## src/rtl/approx_err_monitor_if.sv

```systemverilog
// Command/result bundle of the approximate-adder error monitor.
// The host side drives the run request; the engine returns status and results.
interface approx_err_monitor_if #(
    parameter int N         = 16,
    parameter int SAMPLES_W = 24
);
    logic                   start;
    logic [SAMPLES_W-1:0]   num_samples;
    logic [31:0]            seed;
    logic                   busy;
    logic                   done;
    logic [SAMPLES_W-1:0]   err_count;
    logic [SAMPLES_W+N-1:0] sum_ed;
    logic [N-1:0]           max_ed;

    modport master (
        output start, num_samples, seed,
        input  busy, done, err_count, sum_ed, max_ed
    );

    modport slave (
        input  start, num_samples, seed,
        output busy, done, err_count, sum_ed, max_ed
    );
endinterface

```

## src/rtl/approx_err_monitor.sv

```systemverilog
// Self-sequenced error characterisation of an OLOCA approximate adder:
// LFSR operands, exact reference, 3-stage ED/ER accumulation pipeline.
module approx_err_monitor #(
    parameter int N         = 16,
    parameter int K         = 6,
    parameter int SAMPLES_W = 24,
    parameter int EXACT     = 0
) (
    input  logic                clk,
    input  logic                rst,
    approx_err_monitor_if.slave bus
);
    localparam logic [31:0] POLY = 32'h8020_0003;
    localparam int          KC   = K / 2;

    typedef enum logic [1:0] {
        IDLE,
        RUN,
        DRAIN,
        DONE
    } state_t;

    state_t               state;
    logic [31:0]          lfsr;
    logic [31:0]          lfsr_nxt;
    logic [SAMPLES_W-1:0] cnt;
    logic                 drain;

    logic                 s1_v;
    logic [N-1:0]         s1_x;
    logic [N-1:0]         s1_y;
    logic                 s2_v;
    logic [N-1:0]         s2_ed;
    logic                 s2_mism;

    logic [N-1:0]         s_apx;
    logic [N-1:0]         s_ext;
    logic [N-1:0]         ed_c;

    // OLOCA: lowest K/2 bits forced to 1, rest of the lower part OR'd,
    // upper part added exactly with no carry from the lower part.
    function automatic logic [N-1:0] oloca(
        input logic [N-1:0] a,
        input logic [N-1:0] b
    );
        logic [N-1:0] ha;
        logic [N-1:0] hb;
        logic [N-1:0] r;
        ha = a >> K;
        hb = b >> K;
        r  = (ha + hb) << K;
        for (int i = 0; i < N; i++) begin
            if (i < KC)
                r[i] = 1'b1;
            else if (i < K)
                r[i] = a[i] | b[i];
        end
        return r;
    endfunction

    assign lfsr_nxt = lfsr[0] ? ((lfsr >> 1) ^ POLY) : (lfsr >> 1);

    always_comb begin
        s_ext = s1_x + s1_y;
        if (EXACT != 0)
            s_apx = s1_x + s1_y;
        else
            s_apx = oloca(s1_x, s1_y);
        if (s_apx >= s_ext)
            ed_c = s_apx - s_ext;
        else
            ed_c = s_ext - s_apx;
    end

    always_ff @(posedge clk) begin
        if (rst) begin
            s2_v    <= 1'b0;
            s2_ed   <= '0;
            s2_mism <= 1'b0;
        end else begin
            s2_v    <= s1_v;
            s2_ed   <= ed_c;
            s2_mism <= (ed_c != '0);
        end
    end

    always_ff @(posedge clk) begin
        if (rst) begin
            state         <= IDLE;
            lfsr          <= 32'h1;
            cnt           <= '0;
            drain         <= 1'b0;
            s1_v          <= 1'b0;
            s1_x          <= '0;
            s1_y          <= '0;
            bus.busy      <= 1'b0;
            bus.done      <= 1'b0;
            bus.err_count <= '0;
            bus.sum_ed    <= '0;
            bus.max_ed    <= '0;
        end else begin
            s1_v <= 1'b0;
            if (s2_v) begin
                bus.err_count <= bus.err_count
                               + SAMPLES_W'(s2_mism);
                bus.sum_ed    <= bus.sum_ed
                               + (SAMPLES_W+N)'(s2_ed);
                if (s2_ed > bus.max_ed)
                    bus.max_ed <= s2_ed;
            end
            unique case (state)
                IDLE: begin
                    if (bus.start) begin
                        bus.err_count <= '0;
                        bus.sum_ed    <= '0;
                        bus.max_ed    <= '0;
                        lfsr <= (bus.seed == 32'h0)
                              ? 32'h1 : bus.seed;
                        cnt  <= bus.num_samples;
                        if (bus.num_samples == '0) begin
                            state    <= DONE;
                            bus.done <= 1'b1;
                        end else begin
                            state    <= RUN;
                            bus.busy <= 1'b1;
                        end
                    end
                end
                RUN: begin
                    lfsr <= lfsr_nxt;
                    s1_x <= lfsr_nxt[N-1:0];
                    s1_y <= lfsr_nxt[31:32-N];
                    s1_v <= 1'b1;
                    cnt  <= cnt - 1'b1;
                    if (cnt == SAMPLES_W'(1)) begin
                        state <= DRAIN;
                        drain <= 1'b0;
                    end
                end
                DRAIN: begin
                    if (drain) begin
                        state    <= DONE;
                        bus.busy <= 1'b0;
                        bus.done <= 1'b1;
                    end else begin
                        drain <= 1'b1;
                    end
                end
                DONE: begin
                    bus.done <= 1'b0;
                    state    <= IDLE;
                end
                default: state <= IDLE;
            endcase
        end
    end
endmodule
```

## src/flat_wrapper.sv

```systemverilog
// flat-port wrapper written by rule: the top's interface ports become plain ports
module approx_err_monitor_flat 
#(
    parameter int N         = 16,
    parameter int K         = 6,
    parameter int SAMPLES_W = 24,
    parameter int EXACT     = 0
)
  (clk, rst, bus_start, bus_num_samples, bus_seed, bus_busy, bus_done, bus_err_count, bus_sum_ed, bus_max_ed);
  approx_err_monitor_if #(.N(N), .SAMPLES_W(SAMPLES_W)) bus_i ();
  input  logic clk;
  input  logic rst;
  input wire logic [$bits(bus_i.start)-1:0] bus_start;
  input wire logic [$bits(bus_i.num_samples)-1:0] bus_num_samples;
  input wire logic [$bits(bus_i.seed)-1:0] bus_seed;
  output wire logic [$bits(bus_i.busy)-1:0] bus_busy;
  output wire logic [$bits(bus_i.done)-1:0] bus_done;
  output wire logic [$bits(bus_i.err_count)-1:0] bus_err_count;
  output wire logic [$bits(bus_i.sum_ed)-1:0] bus_sum_ed;
  output wire logic [$bits(bus_i.max_ed)-1:0] bus_max_ed;
  assign bus_i.start = bus_start;
  assign bus_i.num_samples = bus_num_samples;
  assign bus_i.seed = bus_seed;
  assign bus_busy = bus_i.busy;
  assign bus_done = bus_i.done;
  assign bus_err_count = bus_i.err_count;
  assign bus_sum_ed = bus_i.sum_ed;
  assign bus_max_ed = bus_i.max_ed;
  approx_err_monitor #(.N(N), .K(K), .SAMPLES_W(SAMPLES_W), .EXACT(EXACT)) u_core (.clk(clk), .rst(rst), .bus(bus_i));
endmodule
```

## config.mk

```make
export PLATFORM = sky130hd
export DESIGN_NAME = approx_err_monitor_flat
export DESIGN_NICKNAME = d
export VERILOG_FILES = /design/src/rtl/approx_err_monitor_if.sv /design/src/rtl/approx_err_monitor.sv /design/src/flat_wrapper.sv
export SDC_FILE = /design/constraint.sdc
export NUM_CORES = 1
export LEC_CHECK = 0
export BUFFER_PORTS_ARGS = -buffer_cell sky130_fd_sc_hd__buf_2
export CORE_MARGIN = 10
export CORE_UTILIZATION = 62
export DETAILED_ROUTE_END_ITERATION = 10
export PLACE_DENSITY_LB_ADDON = 0.1
export SLEW_MARGIN = 20
export SYNTH_ARGS = -nofsm -noshare
export SYNTH_HDL_FRONTEND = slang
export SYNTH_SLANG_ARGS = --single-unit
```

## constraint.sdc

```tcl
create_clock -name clk -period 11 [get_ports clk]
set_clock_uncertainty 0.1 [all_clocks]
set_input_delay 1.65 -clock clk [delete_from_list [all_inputs] [get_ports clk]]
set_output_delay 1.65 -clock clk [all_outputs]
set_load 0.01 [all_outputs]
```

==> impl_metrics.csv <==
group,metric,value,unit
synthesis,synth_seq_area_share,33.3,%
clock_tree,post_cts_buffers,0,
run,cap_violations,0,
timing,rsz0062_at_grt,"no",
clock_tree,h-tree-depth,4,
route,vias,9998,
clock_tree,post_cts_resized,0,
synthesis,synth_edf_count,0,
clock_tree,cts_tree,"built",
timing,finalSetupTns,0,ps
route,antenna_left,0,
setup_path,cp_max_fo,8,
cells_and_area,area_growth,12.1,%
global_route,grt_start_max_net_pins,91,
setup_path,cp_num_buf_inv,0,
setup_path,worstPathArrival,5730,ps
route,viasPerCell,5.92,
power,switchingPower,1.67,mW
setup_path,critPathSlowestCell,"fa_1",
setup_path,path_class,"reg2reg",
global_route,grt_pass1_vias,9460,
cells_and_area,drive_gt1_share,13.8,%
setup_path,cp_cell_sequence,"ha_1, fa_1, a211oi_1, o21ai_0, a31oi_1, o21bai_1, a21oi_1, o21ai_0, xnor2_1, ha_1, and3_4, and3_4, a31o_1, nor3_4, mux2_2, nor4_2, o2111ai_1, nor4_1, a31oi_1",
run_status,status,"complete, no violations",
power,peakVddDrop,0.174,mV
placed_design,dp_hpwl,20400,µm
setup_path,cp.required,11180,ps
timing,setup_viol,0,
route,drc_errors,0,
clock_tree,numCtsBuffers,17,
power,p_clk_share,16.9,%
power,p_int,2.13,mW
floorplanning,die_h,156,µm
synthesis,yosysWarnings,0,
timing,worst_pin_slew,1070,ps
route,wl,27700,µm
timing,post-route-period-util,50.5,%
clock_tree,path_clk_slew,70,ps
timing,final_hold_viol_count,0,
timing,period_minus_slack,5550,ps
power,powerDensity,294,nW/µm²
synthesis,synth_seq_cells,192,
power,pwr-share-seq,26.4,%
timing,maxSlewHeadroom,29.0,%
route,drt_iter0_drc,612,
power,power,3.81,mW
route,firstDrtPassIters,5,
floorplanning,start_util,63.6,%
floorplanning,ioPinCount,141,
cells_and_area,diodes,0,
synthesis,synthArstFlopShare,0,%
power,swShare,44.0,%
synthesis,synth-main-ff-cell,"dfxtp_1",
synthesis,synthesis.nets,1496,
clock_tree,clk-insertion-delay-late,440,ps
global_route,grt-ovfl-total,0,
setup_path,slowest_delay,470,ps
cells_and_area,layout.nets,1595,
clock_tree,root_buffer,"clkbuf_16",
route,avgRoutedWirePerCell,16.4,µm
synthesis,synth.distinct_cells,78,
timing,finalMaxSlewViolations,0,
synthesis,synth.avg_cell_area,8.57,µm²
power,leakage,5.61,nW
floorplanning,die_x,156,µm
synthesis,syn_inst,1348,
setup_path,end_kind,"flop",
setup_path,startpoint_type,"flop",
floorplanning,coreArea,18100,µm²
worst_hold_path,holdCritPathClass,"reg2reg",
floorplanning,placementRows,49,
synthesis,syn_area,11500,µm²
global_route,grt_usage,22.3,%
power,p_comb_share,56.7,%
global_route,grt_pass1_wl,46000,µm
timing,timing.fmax,180,MHz
floorplanning,dieArea,24500,µm²
global_route,grt_antenna_before_repair,0,
clock_tree,cts_sinks,192,
placed_design,routabilityCongestion,0.873,
setup_path,cp_top_family,"compound AO/OA/AOI/OAI gates",
placed_design,io_buffers,140,
clock_tree,cts_hold_buf,0,
clock_tree,clockBufferDepth,2,
-- flip-flops by register name, summed over array words and instances, names as in the netlist --
name                  flops
u_core.lfsr              32
u_core.s1_y              16
u_core.s2_v               1
u_core.bus.busy           1
u_core.bus.sum_ed        40
u_core.drain              1
u_core.bus.max_ed        16
u_core.s2_mism            1
u_core.bus.err_count     24
u_core.cnt               24
u_core.bus.done           1
u_core.s1_x              16
u_core.state              2
u_core.s1_v               1
u_core.s2_ed             16
-- layer usage --
metal	vias up	part of all wire, %	GRT usage (%)
li1	5041	-	-
met5	-	0	0
met3	34	5.7	4.52
met4	0	1.7	7.15
met2	296	46	35.9
met1	4627	46	29.4
-- worst paths after layout --
| check | start | to | slack, ps | cells past startpoint |
|---|---|---|---|---|
| setup / recovery | u_core.s1_y[0] | u_core.s2_mism | 5450 | 19 |
| setup reg to reg | u_core.s1_y[0] | u_core.s2_mism | 5450 | 19 |
| hold reg to reg | u_core.s1_v | u_core.s2_v | 350 | 1 |
| hold / removal | u_core.s1_v | u_core.s2_v | 350 | 1 |
-- logic make-up after synthesis --
| group | after synthesis | synth area share (%) |
|---|---|---|
| buffers and inverters | 130 | 4.46 |
| multiplexers | 100 | 8.80 |
| XOR/XNOR | 91 | 6.97 |
| AO/OA/AOI/OAI | 307 | 18.3 |
| flip-flops | 192 | 33.3 |
| AND/OR/NAND/NOR | 439 | 18.3 |
| adder cells (fa/ha/maj) | 89 | 9.90 |
-- layout make-up --
class | instances | area, µm²
multi-input cells | 1026 | 7220
fillers | 1438 | 5200
flip-flops and latches | 192 | 3840
repair buffers | 147 | 753
clock buffers | 18 | 439
well taps | 229 | 287
inverters | 63 | 236
clock inverters | 14 | 174
-- synthesized netlist by cell type (all sizes together), types with 6 or more instances --
cell,n,area [µm²]
buf,21,106
and4,6,52.6
a31oi,10,77.6
o21ai,55,287
nand3,27,148
dfxtp,192,3840
a21oi,67,335
nor3,18,101
o2111ai,10,87.6
o21bai,11,82.6
and2,15,93.8
o211ai,12,95.1
o21a,12,91.3
nor2b,11,68.8
inv,63,236
a22oi,15,118
ha,85,1060
and3,24,165
xnor2,46,403
nor2,186,698
a21o,22,165
clkbuf,46,173
nand2b,8,50.1
nor4,25,163
xor2,45,402
a211oi,47,353
mux2i,98,993
nand2,73,274
nand4,22,138
or3,13,81.3
-- power groups by stage --
stage,registers (mW),clock network (mW),logic (mW)
2_1_floorplan,0.964,0,1.79
3_3_place_gp,1.01,0,2.10
3_5_place_dp,1.01,0,2.14
4_1_cts,1.00,0.652,2.15
5_1_grt,1.02,0.683,2.40
6_report,1.00,0.642,2.16
-- layout by cell type, fill, tap and decap left out, types with 9 or more instances in the layout --
| cell | Yosys | routed |
|---|---|---|
| a211oi_1 | 47 | 47 |
| a21o_1 | 22 | 22 |
| a21oi_1 | 67 | 67 |
| a22oi_1 | 14 | 14 |
| a31oi_1 | 9 | 9 |
| and2_1 | 15 | 15 |
| and3_1 | 21 | 21 |
| buf_2 | 7 | 140 |
| clkbuf_16 | 0 | 17 |
| dfxtp_1 | 192 | 192 |
| ha_1 | 85 | 84 |
| inv_1 | 63 | 63 |
| mux2i_1 | 97 | 97 |
| nand2_1 | 73 | 72 |
| nand3_1 | 26 | 26 |
| nand4_1 | 22 | 22 |
| nor2_1 | 186 | 186 |
| nor2b_1 | 11 | 11 |
| nor3_1 | 17 | 17 |
| nor4_1 | 24 | 24 |
| o2111ai_1 | 10 | 10 |
| o211ai_1 | 11 | 11 |
| o21a_1 | 11 | 11 |
| o21ai_0 | 53 | 53 |
| o21bai_1 | 11 | 11 |
| or3_1 | 13 | 13 |
| xnor2_1 | 46 | 46 |
| xor2_1 | 44 | 44 |
-- stage by stage --
| stage | cell area, µm² | hold slack [ps] | setup WS (ps) | util [%] | cells |
|---|---|---|---|---|---|
| final | 12900 | 350 | 5450 | 71.4 | 1689 |
| after global routing | 12900 | 364 | 5100 | 71.4 | 1689 |
| after CTS | 12900 | 353 | 5440 | 71.4 | 1689 |
| after detailed placement | 12300 | 337 | 5470 | 68.0 | 1657 |
| after global placement | 12300 | 317 | 5610 | 68.0 | 1657 |
| after floorplan | 11500 | 314 | 6150 | - | 1348 |
(Power assumes the default switching activity.)
